$ cat src/rtl/chan_pkg.sv
// Shared definitions for the channel record deassembler.
// Record field widths, the packed record layout {first,addr,frac,vl,vr}
// (43 bits), byte-index constants for the mix and address byte sequences,
// and the byte-counter advance helper.
package chan_pkg;

  localparam int ADDR_W = 22;
  localparam int FRAC_W = 8;
  localparam int VOL_W  = 6;
  localparam int REC_W  = 1 + ADDR_W + FRAC_W + 2 * VOL_W;

  localparam logic [1:0] MIX_FRAC = 2'd0;
  localparam logic [1:0] MIX_VL   = 2'd1;
  localparam logic [1:0] MIX_VR   = 2'd2;
  localparam logic [1:0] ADDR_HI  = 2'd0;
  localparam logic [1:0] ADDR_MID = 2'd1;
  localparam logic [1:0] ADDR_LO  = 2'd2;

  typedef struct packed {
    logic              first;
    logic [ADDR_W-1:0] addr;
    logic [FRAC_W-1:0] frac;
    logic [VOL_W-1:0]  vl;
    logic [VOL_W-1:0]  vr;
  } chan_rec_t;

  // Byte counters run 0,1,2,0,...
  function automatic logic [1:0] cnt_next(input logic [1:0] c);
    return (c == 2'd2) ? 2'd0 : c + 2'd1;
  endfunction

endpackage

$ cat src/rtl/chan_rec_asm_if.sv
// Bus between the channel controller / mixer side and chan_rec_asm.
// Byte input: in_data, in_stb_addr, in_stb_mix, sync_stb.
// Record output: rec_valid/rec_ready handshake, rec_addr, rec_frac, rec_vl,
// rec_vr, rec_first; status: fifo_level, ovf, seq_err.
// slave  : the deassembler side; master : the producer/consumer side.
interface chan_rec_asm_if #(
  parameter int AW = 2
);
  import chan_pkg::*;

  logic [7:0]        in_data;
  logic              in_stb_addr;
  logic              in_stb_mix;
  logic              sync_stb;
  logic              rec_valid;
  logic              rec_ready;
  logic [ADDR_W-1:0] rec_addr;
  logic [FRAC_W-1:0] rec_frac;
  logic [VOL_W-1:0]  rec_vl;
  logic [VOL_W-1:0]  rec_vr;
  logic              rec_first;
  logic [AW:0]       fifo_level;
  logic              ovf;
  logic              seq_err;

  modport slave (
    input  in_data, in_stb_addr, in_stb_mix, sync_stb, rec_ready,
    output rec_valid, rec_addr, rec_frac, rec_vl, rec_vr, rec_first,
           fifo_level, ovf, seq_err
  );

  modport master (
    output in_data, in_stb_addr, in_stb_mix, sync_stb, rec_ready,
    input  rec_valid, rec_addr, rec_frac, rec_vl, rec_vr, rec_first,
           fifo_level, ovf, seq_err
  );

endinterface

$ cat src/rtl/chan_rec_fifo.sv
// Generic first-word-fall-through FIFO with occupancy level.
// Ports: clk, rst (async active-high), push/din write side, pop read request
// (ignored while empty), dout head word (0 while empty), valid, full, level.
// A push into a full FIFO is accepted only when a pop happens the same cycle.
module chan_rec_fifo #(
  parameter int W     = 8,
  parameter int DEPTH = 4,
  parameter int AW    = 2
) (
  input  logic         clk,
  input  logic         rst,
  input  logic         push,
  input  logic [W-1:0] din,
  input  logic         pop,
  output logic [W-1:0] dout,
  output logic         valid,
  output logic         full,
  output logic [AW:0]  level
);

  localparam logic [AW:0] FULL_LVL = (AW + 1)'(DEPTH);

  logic [W-1:0]  mem [DEPTH];
  logic [AW-1:0] wr_ptr;
  logic [AW-1:0] rd_ptr;
  logic          pop_ok;
  logic          push_ok;

  assign valid   = (level != '0);
  assign full    = (level == FULL_LVL);
  assign pop_ok  = pop && valid;
  assign push_ok = push && (!full || pop_ok);
  assign dout    = valid ? mem[rd_ptr] : '0;

  always_ff @(posedge clk) begin
    if (push_ok) mem[wr_ptr] <= din;
  end

  // Pointers wrap naturally because DEPTH == 2**AW.
  always_ff @(posedge clk or posedge rst) begin
    if (rst) begin
      wr_ptr <= '0;
      rd_ptr <= '0;
      level  <= '0;
    end else begin
      if (push_ok) wr_ptr <= wr_ptr + 1'b1;
      if (pop_ok)  rd_ptr <= rd_ptr + 1'b1;
      case ({push_ok, pop_ok})
        2'b10:   level <= level + 1'b1;
        2'b01:   level <= level - 1'b1;
        default: level <= level;
      endcase
    end
  end

endmodule

$ cat src/rtl/chan_rec_asm.sv
// Channel record deassembler.
// Collects frac,vl,vr (in_stb_mix) and addrhi,addrmid,addrlo (in_stb_addr)
// into one record; the addrlo byte completes it combinationally and pushes it
// into a FWFT record FIFO whose head drives the rec_* outputs.
// Ports: clk, rst (async active-high), bus (chan_rec_asm_if.slave).
// Optional feature: define CHAN_ASM_SEQCHK_EN to enable the byte-sequence
// checker driving seq_err; otherwise seq_err is tied 0.
module chan_rec_asm
  import chan_pkg::*;
#(
  parameter int DEPTH = 4,
  parameter int AW    = 2
) (
  input  logic                  clk,
  input  logic                  rst,
  chan_rec_asm_if.slave         bus
);

  logic [1:0]        mix_cnt;
  logic [1:0]        addr_cnt;
  logic [FRAC_W-1:0] frac_q;
  logic [VOL_W-1:0]  vl_q;
  logic [VOL_W-1:0]  vr_q;
  logic [5:0]        hi_q;
  logic [7:0]        mid_q;
  logic              first_pend;
  logic              ovf_q;
  logic              complete;
  logic              full;
  logic              drop;
  chan_rec_t         rec_in;
  chan_rec_t         rec_head;

  assign complete = bus.in_stb_addr && (addr_cnt == ADDR_LO);
  // pop is rec_ready alone: a full FIFO always has a valid head.
  assign drop     = complete && full && !bus.rec_ready;

  always_comb begin
    rec_in       = '0;
    rec_in.first = first_pend;
    rec_in.addr  = {hi_q, mid_q, bus.in_data};
    rec_in.frac  = frac_q;
    rec_in.vl    = vl_q;
    rec_in.vr    = vr_q;
  end

  // Staging bytes are qualified by the counters, so they need no reset.
  always_ff @(posedge clk) begin
    if (bus.in_stb_mix) begin
      case (mix_cnt)
        MIX_FRAC: frac_q <= bus.in_data;
        MIX_VL:   vl_q   <= bus.in_data[VOL_W-1:0];
        MIX_VR:   vr_q   <= bus.in_data[VOL_W-1:0];
        default:  ;
      endcase
    end
    if (bus.in_stb_addr) begin
      case (addr_cnt)
        ADDR_HI:  hi_q  <= bus.in_data[5:0];
        ADDR_MID: mid_q <= bus.in_data;
        default:  ;
      endcase
    end
  end

  always_ff @(posedge clk or posedge rst) begin
    if (rst) begin
      mix_cnt    <= '0;
      addr_cnt   <= '0;
      first_pend <= 1'b0;
      ovf_q      <= 1'b0;
    end else begin
      if (bus.in_stb_mix)  mix_cnt  <= cnt_next(mix_cnt);
      if (bus.in_stb_addr) addr_cnt <= cnt_next(addr_cnt);
      // A same-cycle sync leaves first_pend set after tagging this record.
      if (bus.sync_stb)   first_pend <= 1'b1;
      else if (complete)  first_pend <= 1'b0;
      if (drop)              ovf_q <= 1'b1;
      else if (bus.sync_stb) ovf_q <= 1'b0;
    end
  end

`ifdef CHAN_ASM_SEQCHK_EN
  logic seq_err_q;
  logic seq_bad;

  assign seq_bad = (bus.in_stb_addr && (addr_cnt == ADDR_HI) && (mix_cnt != MIX_FRAC)) ||
                   (bus.in_stb_mix && (addr_cnt != ADDR_HI)) ||
                   (bus.in_stb_addr && bus.in_stb_mix);

  always_ff @(posedge clk or posedge rst) begin
    if (rst)               seq_err_q <= 1'b0;
    else if (seq_bad)      seq_err_q <= 1'b1;
    else if (bus.sync_stb) seq_err_q <= 1'b0;
  end

  assign bus.seq_err = seq_err_q;
`else
  assign bus.seq_err = 1'b0;
`endif

  chan_rec_fifo #(
    .W     (REC_W),
    .DEPTH (DEPTH),
    .AW    (AW)
  ) u_fifo (
    .clk   (clk),
    .rst   (rst),
    .push  (complete),
    .din   (rec_in),
    .pop   (bus.rec_ready),
    .dout  (rec_head),
    .valid (bus.rec_valid),
    .full  (full),
    .level (bus.fifo_level)
  );

  assign bus.rec_first = rec_head.first;
  assign bus.rec_addr  = rec_head.addr;
  assign bus.rec_frac  = rec_head.frac;
  assign bus.rec_vl    = rec_head.vl;
  assign bus.rec_vr    = rec_head.vr;
  assign bus.ovf       = ovf_q;

endmodule

$ cat src/flat_wrapper.sv
// flat-port wrapper written by rule: the top's interface ports become plain ports
module chan_rec_asm_flat import chan_pkg::*;
#(
  parameter int DEPTH = 4,
  parameter int AW    = 2
)
  (clk, rst, bus_in_data, bus_in_stb_addr, bus_in_stb_mix, bus_sync_stb, bus_rec_ready, bus_rec_valid, bus_rec_addr, bus_rec_frac, bus_rec_vl, bus_rec_vr, bus_rec_first, bus_fifo_level, bus_ovf, bus_seq_err);
  chan_rec_asm_if #(.AW(AW)) bus_i ();
  input  logic clk;
  input  logic rst;
  input wire logic [$bits(bus_i.in_data)-1:0] bus_in_data;
  input wire logic [$bits(bus_i.in_stb_addr)-1:0] bus_in_stb_addr;
  input wire logic [$bits(bus_i.in_stb_mix)-1:0] bus_in_stb_mix;
  input wire logic [$bits(bus_i.sync_stb)-1:0] bus_sync_stb;
  input wire logic [$bits(bus_i.rec_ready)-1:0] bus_rec_ready;
  output wire logic [$bits(bus_i.rec_valid)-1:0] bus_rec_valid;
  output wire logic [$bits(bus_i.rec_addr)-1:0] bus_rec_addr;
  output wire logic [$bits(bus_i.rec_frac)-1:0] bus_rec_frac;
  output wire logic [$bits(bus_i.rec_vl)-1:0] bus_rec_vl;
  output wire logic [$bits(bus_i.rec_vr)-1:0] bus_rec_vr;
  output wire logic [$bits(bus_i.rec_first)-1:0] bus_rec_first;
  output wire logic [$bits(bus_i.fifo_level)-1:0] bus_fifo_level;
  output wire logic [$bits(bus_i.ovf)-1:0] bus_ovf;
  output wire logic [$bits(bus_i.seq_err)-1:0] bus_seq_err;
  assign bus_i.in_data = bus_in_data;
  assign bus_i.in_stb_addr = bus_in_stb_addr;
  assign bus_i.in_stb_mix = bus_in_stb_mix;
  assign bus_i.sync_stb = bus_sync_stb;
  assign bus_i.rec_ready = bus_rec_ready;
  assign bus_rec_valid = bus_i.rec_valid;
  assign bus_rec_addr = bus_i.rec_addr;
  assign bus_rec_frac = bus_i.rec_frac;
  assign bus_rec_vl = bus_i.rec_vl;
  assign bus_rec_vr = bus_i.rec_vr;
  assign bus_rec_first = bus_i.rec_first;
  assign bus_fifo_level = bus_i.fifo_level;
  assign bus_ovf = bus_i.ovf;
  assign bus_seq_err = bus_i.seq_err;
  chan_rec_asm #(.DEPTH(DEPTH), .AW(AW)) u_core (.clk(clk), .rst(rst), .bus(bus_i));
endmodule
$ cat config.mk
export PLATFORM = sky130hd
export DESIGN_NAME = chan_rec_asm_flat
export DESIGN_NICKNAME = d
export VERILOG_FILES = /design/src/rtl/chan_pkg.sv /design/src/rtl/chan_rec_asm_if.sv /design/src/rtl/chan_rec_fifo.sv /design/src/rtl/chan_rec_asm.sv /design/src/flat_wrapper.sv
export SDC_FILE = /design/constraint.sdc
export NUM_CORES = 1
export LEC_CHECK = 0
export ABC_AREA = 1
export BUFFER_PORTS_ARGS = -buffer_cell sky130_fd_sc_hd__buf_2
export CELL_PAD_IN_SITES_DETAIL_PLACEMENT = 1
export CELL_PAD_IN_SITES_GLOBAL_PLACEMENT = 1
export CORE_AREA = 2 2 171 173
export CTS_BUF_LIST = sky130_fd_sc_hd__clkbuf_8 sky130_fd_sc_hd__clkbuf_16
export CTS_CLUSTER_SIZE = 28
export DETAILED_ROUTE_END_ITERATION = 7
export DIE_AREA = 0 0 173 175
export GPL_TIMING_DRIVEN = 0
export HOLD_SLACK_MARGIN = 0.12
export PLACE_DENSITY = 0.62
export RECOVER_POWER = 50
export SKIP_CTS_REPAIR_TIMING = 1
export SLEW_MARGIN = 20
export SYNTH_ARGS = -nofsm -noshare
export SYNTH_HDL_FRONTEND = slang
export SYNTH_HIERARCHICAL = 1
export SYNTH_SLANG_ARGS = --single-unit
$ cat constraint.sdc
create_clock -name clk -period 7.5 [get_ports clk]
set_input_delay 0 -clock clk [delete_from_list [all_inputs] [get_ports clk]]
set_output_delay 0 -clock clk [all_outputs]
set_load 0.02 [all_outputs]
======== Word-level counts from Yosys, hierarchy flattened ========
Memories as Yosys holds them, arrays and structs flattened.
Index checks and enable logic that the tools add are counted.
storage, ports and cells
  memories kept ........................... 1
  logic and storage cells ................. 55
  bits of input ports ..................... 14
  output and inout bits ................... 49
  bits in writable memories ............... 172
  register bits after elaboration ......... 47
memories
  name               depth  bits a word  read ports  clocked after Yosys merged registers in  wr ports  RTL line             text
  u_core.u_fifo.mem  4      43           1           0                                        1         chan_rec_fifo.sv:23  logic [W-1:0] mem [DEPTH];
cells by class
  add/subtract/negate cells ............... 6
  muxes and demuxes ....................... 10
  reductions and logical operators ........ 19
  equality and inequality tests ........... 7
operators by type and width
  operator             count
  $mux 43              1
  $reduce_and 2->1     5
  $add 2x1->2 const B  4
  $eq 2x1->1 const B   3
  $eq 2x2->1 const B   3
  $mux 1               6
  $pmux 3 s2           1
  $reduce_bool 2->1    3
  $logic_and 1x1->1    5
  $logic_not 2->1      2
  $mux 2               2
  $add 3x1->3 const B  1
  $eq 3x3->1 const B   1
  $reduce_bool 3->1    1
  $sub 3x1->3 const B  1
  $logic_not 1->1      2
  $logic_or 1x1->1     1

======== Logic depth before layout (Yosys ltp) ========
Gate-level depths: netlist of run 1.
  depth after elaboration ................. 6
  gate-level depth with buffers ........... 9
  mapped depth without buffers ............ 9

======== Hierarchy ========
Netlist of run 1, hierarchy kept.
by module, submodules not included
  module         seq. area each (µm²)  instances  area an instance (µm²)  cells each
  chan_rec_fifo  5340.1                1          7118.1                  563
  chan_rec_asm   1171.1                1          1308.8                  72

======== Worst setup path after synthesis of run 1 ========
No wires, ideal clock.
  path type ............................... register -> register
  start ................................... register u_core.u_fifo.level[0]
  end ..................................... memory u_core/u_fifo/mem[0][0] in the netlist's numbering, enable pin
  period minus slack after synthesis ...... 3.049 ns
  buffers on the path ..................... 0
  slack ................................... 4.451 ns
  arrival time ............................ 2.605 ns
  data required time ...................... 7.057 ns
  cell stages (with the launch flop) ...... 5
  library setup time ...................... 0.443 ns
  cells stage by stage .................... dfrtp_1 > nor2_2 > nand2_1 > o21ai_4 > nor2_1
between the ends
  longest elaborated chain between the ends .. 6
  elaborated cells between the ends (all ways) .. 8
  those cells by class .................... eq/ne: 1; mux: 2; reduce/logical: 5
RTL lines
  item                                                         RTL line                                  text
  start: declaration                                           chan_rec_fifo.sv:18                       output logic [AW:0] level
  start signal: assignment                                     chan_rec_fifo.sv:49                       2'b10: level <= level + 1'b1;
  start signal: assignment                                     chan_rec_fifo.sv:50                       2'b01: level <= level - 1'b1;
  start signal: assignment                                     chan_rec_fifo.sv:51                       default: level <= level;
  $eq 3x3->1 / $reduce_bool 3->1 (equally long branches)       chan_rec_fifo.sv:30, chan_rec_fifo.sv:29
  $logic_not 1->1 / $logic_and 1x1->1 (equally long branches)  chan_rec_fifo.sv:32, chan_rec_fifo.sv:31
  $logic_or 1x1->1 *                                           chan_rec_fifo.sv:32                       assign push_ok = push && (!full || pop_ok);
  $logic_and 1x1->1 *                                          chan_rec_fifo.sv:32
  $mux 1 *                                                     chan_rec_fifo.sv:36                       if (push_ok) mem[wr_ptr] <= din;
  $mux 1 (implied by the code) *                               chan_rec_fifo.sv:36
  end: declaration                                             chan_rec_fifo.sv:23
Mark *: on every way between the ends. The rest lies on a longest branch, timed or not.

======== Final worst setup path of run 1 ========
  start ................................... register u_core.u_fifo.rd_ptr[0]
  end ..................................... output bus_rec_addr[14]
between the ends
  longest elaborated chain between the ends .. 2
RTL lines
  item                      RTL line             text
  start: declaration        chan_rec_fifo.sv:25  logic [AW-1:0] rd_ptr;
  start signal: assignment  chan_rec_fifo.sv:47  if (pop_ok) rd_ptr <= rd_ptr + 1'b1;
  $mem_v2 4x43              -
  $mux 43                   chan_rec_fifo.sv:33  assign dout = valid ? mem[rd_ptr] : '0;
  end: declaration          flat_wrapper.sv:17   output wire logic [$bits(bus_i.rec_addr)-1:0] bus_rec_addr;
Every way passes these cells.

==> results.toml, run 1 <==
[finish]
nNetsFinal = 763
drive_above_1_share_pct = 16.3
num_antenna_cells = 0
area_growth_pct = 22.2
fin_area_sq_um = 10300
fin_util_pct = 36.3

[logic_synthesis]
synthFlopType = "edfxtp_1"
synthArstFlopShare_pct = 5.94
synthCells = 635
synth.distinct_cells = 24
synth_largest_area_cell = "edfxtp_1"
yosys-top-cells-area = "edfxtp_1, nor2_1, dfrtp_1"
synth_edf_count = 206
ys_ff_latch = 219
synth_top_area_share_pct = 73.4
ys_top_cells_by_count = "edfxtp_1, nor2_1, o21ai_0"
syn-cell-area_sq_um = 8430
avgSynthCellArea_sq_um = 13.3
syn_nets = 654
yosys_warnings = 6
synth.most_common_cell = "edfxtp_1"
yosysSeqAreaShare_pct = 77.3

[setup_path]
cp-start-kind = "flip-flop"
worst_setup_path_end_kind = "output port"
ff2ff_path_depth = 5
crit_type = "flip-flop to output port"
cp.required_ps = 7500
crit_fanout = 10
arrival_ps = 2520

[floorplanning]
core_sq_um = 28400
initial_utilization_pct = 29.7
dieArea_sq_um = 30300
die_w_microns = 173
ios = 63
fp-row-count = 62
die_h_microns = 175

[global_route]
grt_use_total_pct = 13.8
grt_pass1_wl_microns = 31700
grt_overflow_total = 0
grt_start_max_net_pins = 21
grt_pass1_vias = 5461
antenna_found_initial = 0

[route]
first_iter_violations = 302
first_pass_iters = 4
ant_nets = 0
viasPerCell = 4.55
vias = 5204
drc_errors = 0
post_drt_wl_per_cell_microns = 18.5
wl_microns = 21100

[placement]
place_area_sq_um = 9460
port_buffers = 61
gp_congestion = 0.738
dp_hpwl_microns = 13700

[timing]
hold_viol = 0
post-route-period-util_pct = 33.6
hold_slack_ps = 286
setup_tns_ps = 0
clock.fmax_ghz = 0.397
worst_slew_pin_slew_ps = 807
skew_ps = 10.4
finalSetupViolations = 0
period_needed_ps = 2520
slew_headroom_pct = 46.2
grt_setup_unrepaired = "false"
final_max_slew_viol_count = 0

[flow_run]
maxCapViolCount = 0

[power_and_ir_drop]
peakVddDrop_uv = 164
power_density_nw_per_um2 = 405
power_leakage_nw = 3.64

[clocking]
clk_latency_ps = 510
clk_root_buffer_cell = "clkbuf_16"
htree_levels = 1
cts_buffers = 23
cts_tree = "built"
cts.sinks = 219
cts_buffer_depth = 3
clkTransAtPathRegs_ps = 60

[worst_hold_path]
min_path_cells = 3
hold_path_class = "primary input to flip-flop"

[run_status]
run_status = "completed"
## cell usage in the layout, fill, tap and decap left out, types with 6 or more instances in the layout
| master | netlist | final |
|---|---|---|
| a21oi_1 | 45 | 45 |
| buf_16 | 0 | 7 |
| buf_2 | 14 | 63 |
| buf_4 | 6 | 6 |
| clkbuf_1 | 6 | 19 |
| clkbuf_16 | 0 | 23 |
| dfrtp_1 | 13 | 13 |
| dlygate4sd3_1 | 0 | 15 |
| edfxtp_1 | 206 | 206 |
| inv_1 | 24 | 29 |
| nand2_1 | 18 | 19 |
| nand3_1 | 8 | 8 |
| nor2_1 | 181 | 178 |
| o21ai_0 | 61 | 61 |
| o21ai_1 | 30 | 30 |
## worst max-delay path, cell delays in order (launching register included)
cell and delay, ps:
dfrtp_1 390, buf_6 160, buf_6 170, clkbuf_1 510
nor2_1 130, nor2_1 140, o21ai_1 80, a21oi_1 210
buf_2 210
## registers in the layout, summed over array words and instances (netlist names)
register / flops
u_core/u_fifo/level: 3
u_core/hi_q: 6
u_core/bus.ovf: 1
u_core/vr_q: 6
u_core/addr_cnt: 2
u_core/u_fifo/rd_ptr: 2
u_core/mid_q: 8
u_core/first_pend: 1
u_core/u_fifo/mem: 172
u_core/u_fifo/wr_ptr: 2
u_core/frac_q: 8
u_core/mix_cnt: 2
u_core/vl_q: 6
## path summary, 6_finish.rpt
kind | from | endpoint | slack [ps]
min | bus_in_stb_addr | u_core/addr_cnt[1] | 290
min reg2reg | u_core/bus.ovf | u_core/bus.ovf | 490
min in group asynchronous | rst | u_core/u_fifo/level[1] | 560
max reg2reg | u_core/addr_cnt[0] | u_core/u_fifo/mem[3][16] | 5520
max | u_core/u_fifo/rd_ptr[0] | bus_rec_addr[14] | 4980
max in group asynchronous | rst | u_core/addr_cnt[0] | 6690
## layout make-up
cell class	count	area, sq um
Inverter	27	104
Sequential cell	219	6510
Timing Repair Buffer	84	653
Multi-Input combinational cell	356	1630
Clock inverter	18	144
Fill cell	3091	18100
Tap cell	384	480
Clock buffer	23	576
Buffer	33	203
## layer usage
| layer | share of wire [%] | global-route usage [%] | vias to the layer above |
|---|---|---|---|
| met2 | 51 | 25.2 | 99 |
| met4 | 2.7 | 4.31 | 0 |
| met5 | 0 | 0 | - |
| met1 | 43 | 17.0 | 2617 |
| li1 | - | - | 2447 |
| met3 | 3.6 | 1.81 | 41 |
## per-stage QoR
stage / power, mW / std cells / setup WS, ps
finish: 4.17 / 1144 / 4980
CTS: 4.23 / 1129 / 5160
floorplan: 2.53 / 635 / 4450
global route: 4.41 / 1144 / 4860
detailed placement: 3.14 / 1088 / 5490
global placement: 3.09 / 1080 / 2850
## power breakdown
group	switching [mW]	internal (mW)	total [mW]
Sequential	0.0575	1.48	1.54
Clock	0.461	0.628	1.09
Combinational	1.08	0.471	1.55
## logic make-up after synthesis
kind of cell	share of synthesized area [%]
AOI/OAI and AO/OA	8.27
xor gates and xnor gates	0.208
adders and majority gates	0.832
buffers and inverters	3.73
DFF	77.3
other	0.0445
and+or+nand+nor	9.65
No activity file was read; power rests on OpenSTA's default activity.
==> inputs of run 2 (changes only) <==
Settings changed: ABC_AREA 1 to 0, CORE_AREA 2 2 171 173 to 2 2 170 172, DIE_AREA 0 0 173 175 to 0 0 172 174.
Clock period 7.5 ns to 2.1 ns, I/O delays scaled along.
==> run 2 against run 1 <==
Against the previous run: the run now ends with setup timing left; sequential cell count unchanged; via count down 21%; sequential share of layout area down 2.8 points; clock skew down 1.4 ps; highest routed layer unchanged.
==> results.toml, run 2 <==
[finish]
top_register = "u_core/u_fifo/mem"
fin_util_pct = 38.2
final_cell_mix = "edfxtp_1, mux4_2, and2_4, buf_6, clkbuf_16"
num_antenna_cells = 0
nNetsFinal = 535
nFillCells = 2767
fin_cells = 918
reg_top3 = "u_core/u_fifo/mem x172, u_core/frac_q x8, u_core/mid_q x8"
layout_commonest_cell = "edfxtp_1"
area_growth_pct = 29.2
drive_above_1_share_pct = 42.5
largest_reg_flops = 172

[logic_synthesis]
yosys_warnings = 6
synth_largest_area_cell = "edfxtp_1"
synth.distinct_cells = 40
yosysSeqAreaShare_pct = 78.1
synthMuxAreaShare_pct = 12.0
ys_top_cells_by_count = "edfxtp_1, and2_1, mux4_2"
yosys.area_share.simple_pct = 5.25
synth_edf_count = 206
synth_top_family_by_area = "multiplexers"
synthFlopType = "edfxtp_1"
avgSynthCellArea_sq_um = 21.3
synthCells = 391
synth.most_common_cell = "edfxtp_1"
syn-cell-area_sq_um = 8340
ys_ff_latch = 219
synthAdderAreaFrac_pct = 0.840
synthArstFlopShare_pct = 5.94
synth_compound_area_share_pct = 1.41
synth_top_area_share_pct = 74.2
synth_xor_area_share_pct = 0.525
yosys-top-cells-area = "edfxtp_1, mux4_2, dfrtp_1"
syn_nets = 410

[timing]
period_needed_ps = 2110
setup_ws_ps = -14.5
finalSetupViolations = 3
hold_viol = 0
grt_setup_unrepaired = "true"
clock.fmax_ghz = 0.473
hold_slack_ps = 253
final_max_slew_viol_count = 0
worst_slew_pin_slew_ps = 855
post-route-period-util_pct = 101
slew_headroom_pct = 42.7
skew_ps = 8.98

[setup_path]
arrival_ps = 2110
worst_setup_path_end_kind = "output port"
crit_type = "flip-flop to output port"
ff2ff_path_depth = 9
cp.required_ps = 2100
crit_fanout = 4
cp-start-kind = "flip-flop"

[run_status]
run_status = "finished, violations left"
violations = "setup timing"

[floorplanning]
fp-row-count = 62
die_h_microns = 174
initial_utilization_pct = 29.5
ios = 63
die_w_microns = 172
core_sq_um = 28200
dieArea_sq_um = 29900

[power_and_ir_drop]
peakVddDrop_uv = 644
power_density_nw_per_um2 = 1470
power_leakage_nw = 3.78
p_total_mw = 15.8

[flow_run]
maxCapViolCount = 0

[placement]
dp_hpwl_microns = 10600
gp_congestion = 0.649
dpl_worst_slack_ps = -132
post-place-cells = 836
port_buffers = 61

[global_route]
grt_overflow_total = 0
grt_pass1_vias = 4379
grt_use_total_pct = 11.9
grt_start_max_net_pins = 44
grt_pass1_wl_microns = 26500
antenna_found_initial = 0

[route]
first_pass_iters = 4
ant_nets = 0
vias = 4090
drc_errors = 0
viasPerCell = 4.46
first_iter_violations = 247
post_drt_wl_per_cell_microns = 19.8
wl_microns = 18100

[worst_hold_path]
hold_path_class = "primary input to flip-flop"
min_path_cells = 3

[clocking]
clk_root_buffer_cell = "clkbuf_16"
cts_buffer_depth = 3
clk_latency_ps = 510
cts_buffers = 24
htree_levels = 1
clkTransAtPathRegs_ps = 60
cts_tree = "built"
cts.sinks = 219
[run 2: final timing paths]
path | from | endpoint | slack, ps
max | u_core/u_fifo/rd_ptr[0] | bus_rec_addr[21] | -10
min | bus_sync_stb | u_core/first_pend | 250
max reg2reg | u_core/u_fifo/level[1] | u_core/u_fifo/level[2] | 0
min reg2reg | u_core/hi_q[4] | u_core/u_fifo/mem[2][40] | 490
max in group asynchronous | rst | u_core/u_fifo/rd_ptr[0] | 1270
min in group asynchronous | rst | u_core/u_fifo/level[2] | 560
[run 2: critical path: stages (launching register included)]
cell and delay (ps):
dfrtp_2 430, clkbuf_16 190, clkbuf_16 140, mux4_2 540, and2_4 180, buf_6 120
[run 2: cell type report]
cell class	count	area [sq um]	area share, %
sequential	219	6520	60.5
multi-input combinational	141	1800	16.7
timing repair buffer	100	986	9.15
clock buffer	25	626	5.81
tap	384	480	4.46
buffer	17	189	1.75
clock inverter	19	126	1.17
inverter	13	51.3	0.476
[run 2: cell families (layout without fill, tap and decap cells)]
group,Yosys count,after routing
fa+ha+maj,5,5
buf+inv,31,174
simple gates,70,70
flops,219,219
mux,46,46
xor+xnor,5,5
compound gates,14,14
other cells,1,1
[run 2: through the flow]
stage          cell area (sq um)  TNS (ps)
3_3_place_gp                9140    -71840
2_1_floorplan               8360         0
3_5_place_dp                9150    -14550
4_1_cts                     9900    -30680
6_report                   10800     -25.4
5_1_grt                    10800     -5530
[run 2: power breakdown]
part           switching (mW)  total [mW]  leakage, nW  internal [mW]
Clock                    1.58        3.96        0.405           2.37
Combinational            2.90        6.38         1.36           3.48
Sequential              0.221        5.47         2.02           5.25
Total                    4.70        15.8         3.78           11.1
[run 2: metal layers]
| metal | track usage (%) | share of wire [%] | up-vias |
|---|---|---|---|
| met5 | 0 | 0 | - |
| met4 | 2.80 | 1.8 | 0 |
| met3 | 2.78 | 4.6 | 27 |
| met2 | 20.0 | 51 | 95 |
| met1 | 15.6 | 42 | 2175 |
| li1 | - | - | 1793 |
==> inputs of run 3 (changes only) <==
Settings changed: CORE_AREA 2 2 170 172 to 10 10 178 180, DIE_AREA 0 0 172 174 to 0 0 188 190.
==> run 3 against run 2 <==
Against the previous run: combinational power down 6.7%; non-clock buffer count down 9; final cell count down 0.98%; clock skew up 1.7 ps; count of clock-buffer cells in the layout down 1; critical path depth up 1; worst setup slack worse by 49 ps; clock power up 7.3%; maximum frequency down 2.2%; the flow still finishes with violations (setup timing); sequential cell count unchanged; global-route usage down 2.2 points; die area up 19%.
==> results.toml, run 3 (synthesis gave the netlist of run 2 again) <==
[setup_path]
crit_chain = "buf_12 -> buf_12 -> clkbuf_16 -> mux4_2 -> and2_1 -> buf_2"
max_stage_delay_ps = 500
worst_setup_path_end_kind = "output port"
timing.critical_path.mode_cell = "buf_12"
crit_start = "u_core/u_fifo/rd_ptr[0]"
cp.required_ps = 2100
arrival_ps = 2160
crit_fanout = 10
cp-start-kind = "flip-flop"
crit_type = "flip-flop to output port"
r2r-start = "u_core/u_fifo/level[0]"
crit_slowest_cell = "mux4_2"

[placement]
dp_hpwl_microns = 10800
gp_congestion = 0.696
post-place-cells = 836
port_buffers = 61

[clocking]
clk_root_buffer_cell = "clkbuf_16"
cts_buffers = 22
cts_tree = "built"
htree_levels = 1
clkTransAtPathRegs_ps = 70
clk_latency_ps = 510
cts_buffer_depth = 3
cts.sinks = 219

[timing]
slew_headroom_pct = 38.1
setup_ws_ps = -63.1
grt_setup_unrepaired = "true"
worst_slew_pin_slew_ps = 924
period_needed_ps = 2160
clock.fmax_ghz = 0.462
post-route-period-util_pct = 103
hold_viol = 0
skew_ps = 10.6
final_max_slew_viol_count = 0
finalSetupViolations = 5

[finish]
num_antenna_cells = 0
drive_above_1_share_pct = 41.0
layout_commonest_cell = "edfxtp_1"
top_register = "u_core/u_fifo/mem"
final_cell_mix = "edfxtp_1, mux4_2, and2_4, buf_6"
nFillCells = 2825
area_growth_pct = 28.0
fin_cells = 909
reg_top3 = "u_core/u_fifo/mem x172, u_core/frac_q x8, u_core/mid_q x8"
fin_util_pct = 37.8
largest_reg_flops = 172
nNetsFinal = 528

[route]
post_drt_wl_per_cell_microns = 20.8
vias = 4035
drc_errors = 0
wl_microns = 18900
viasPerCell = 4.44
ant_nets = 0
first_pass_iters = 4
first_iter_violations = 268

[global_route]
grt_use_total_pct = 9.70
antenna_found_initial = 0
grt_pass1_wl_microns = 26700
grt_overflow_total = 0
grt_pass1_vias = 4256
grt_start_max_net_pins = 44

[floorplanning]
initial_utilization_pct = 29.5
fp-row-count = 62
dieArea_sq_um = 35700
die_h_microns = 190
die_w_microns = 188
ios = 63
core_sq_um = 28200

[run_status]
violations = "setup timing"
run_status = "finished, violations left"

[worst_hold_path]
hold_start = "bus_sync_stb"
hold_path_class = "primary input to flip-flop"

[power_and_ir_drop]
power.share.switching_pct = 29.9
intPower_mw = 11.0
peakVddDrop_uv = 670
pwr-share-clk_pct = 27.2
power_density_nw_per_um2 = 1470
power_frac_comb_pct = 38.0
seq_power_share_pct = 34.8
power_leakage_nw = 3.68
p_sw_mw = 4.68

[flow_run]
maxCapViolCount = 0
## run 3: cell count changes in the layout (fill, tap and decap cells not counted), sizes merged
cell	change
and2	+4
buf	-7
clkinvlp	+3
inv	-9
bufinv	+3
clkbuf	-3
## run 3: power by group through the flow
stage / combinational, mW / clock (mW) / sequential [mW]
2_1_floorplan: 2.99 / 0 / 5.52
3_3_place_gp: 4.41 / 0 / 5.52
3_5_place_dp: 4.49 / 0 / 5.56
4_1_cts: 4.52 / 4.34 / 5.47
5_1_grt: 6.41 / 4.55 / 5.49
6_report: 5.95 / 4.25 / 5.45
## run 3: final timing paths
kind                            slack (ps)                  endpoint  depth (start not counted)
worst min register to register         500  u_core/u_fifo/mem[2][17]                          0
worst min-delay path                   260            u_core/bus.ovf                          3
worst max-delay path                   -60           bus_rec_addr[7]                          6
max in group asynchronous             1280         u_core/mix_cnt[1]                          4
worst max register to register          60   u_core/u_fifo/mem[3][4]                          4
min in group asynchronous              550    u_core/u_fifo/level[2]                          4
## run 3: final cells by class
cell class,instances,area [sq um],area share [%]
Tap cell,384,480,4.50
Inverter,13,51.3,0.481
Multi-Input combinational cell,145,1800,16.9
Sequential cell,219,6520,61.0
Buffer,17,218,2.04
Clock inverter,16,208,1.95
Clock buffer,24,589,5.52
Timing Repair Buffer,91,808,7.57
## run 3: through the flow
step           total power [mW]  setup WS [ps]  TNS (ps)  area, sq um  hold slack, ps
2_1_floorplan              8.51           18.0         0         8360            -209
3_3_place_gp               9.93           -432    -72740         9140           -36.7
3_5_place_dp               10.1           -113    -14930         9150           -29.1
4_1_cts                    14.3           -372    -31080         9940            -564
5_1_grt                    16.4           -136     -1830        10700             262
6_report                   15.6          -63.1      -214        10700             257
## run 3: critical path, delay by kind of cell, from the launching register on
kind,cells,cell delay [ps]
multiplexers,1,500
buffers and inverters,4,600
flip-flops,1,390
AND/OR/NAND/NOR,1,170
## run 3: routing by layer
| layer | track usage, % | share of wire [%] |
|---|---|---|
| met2 | 16.7 | 51 |
| met3 | 2.07 | 4.5 |
| met1 | 12.2 | 42 |
| met5 | 0 | 0 |
| met4 | 2.40 | 2.0 |
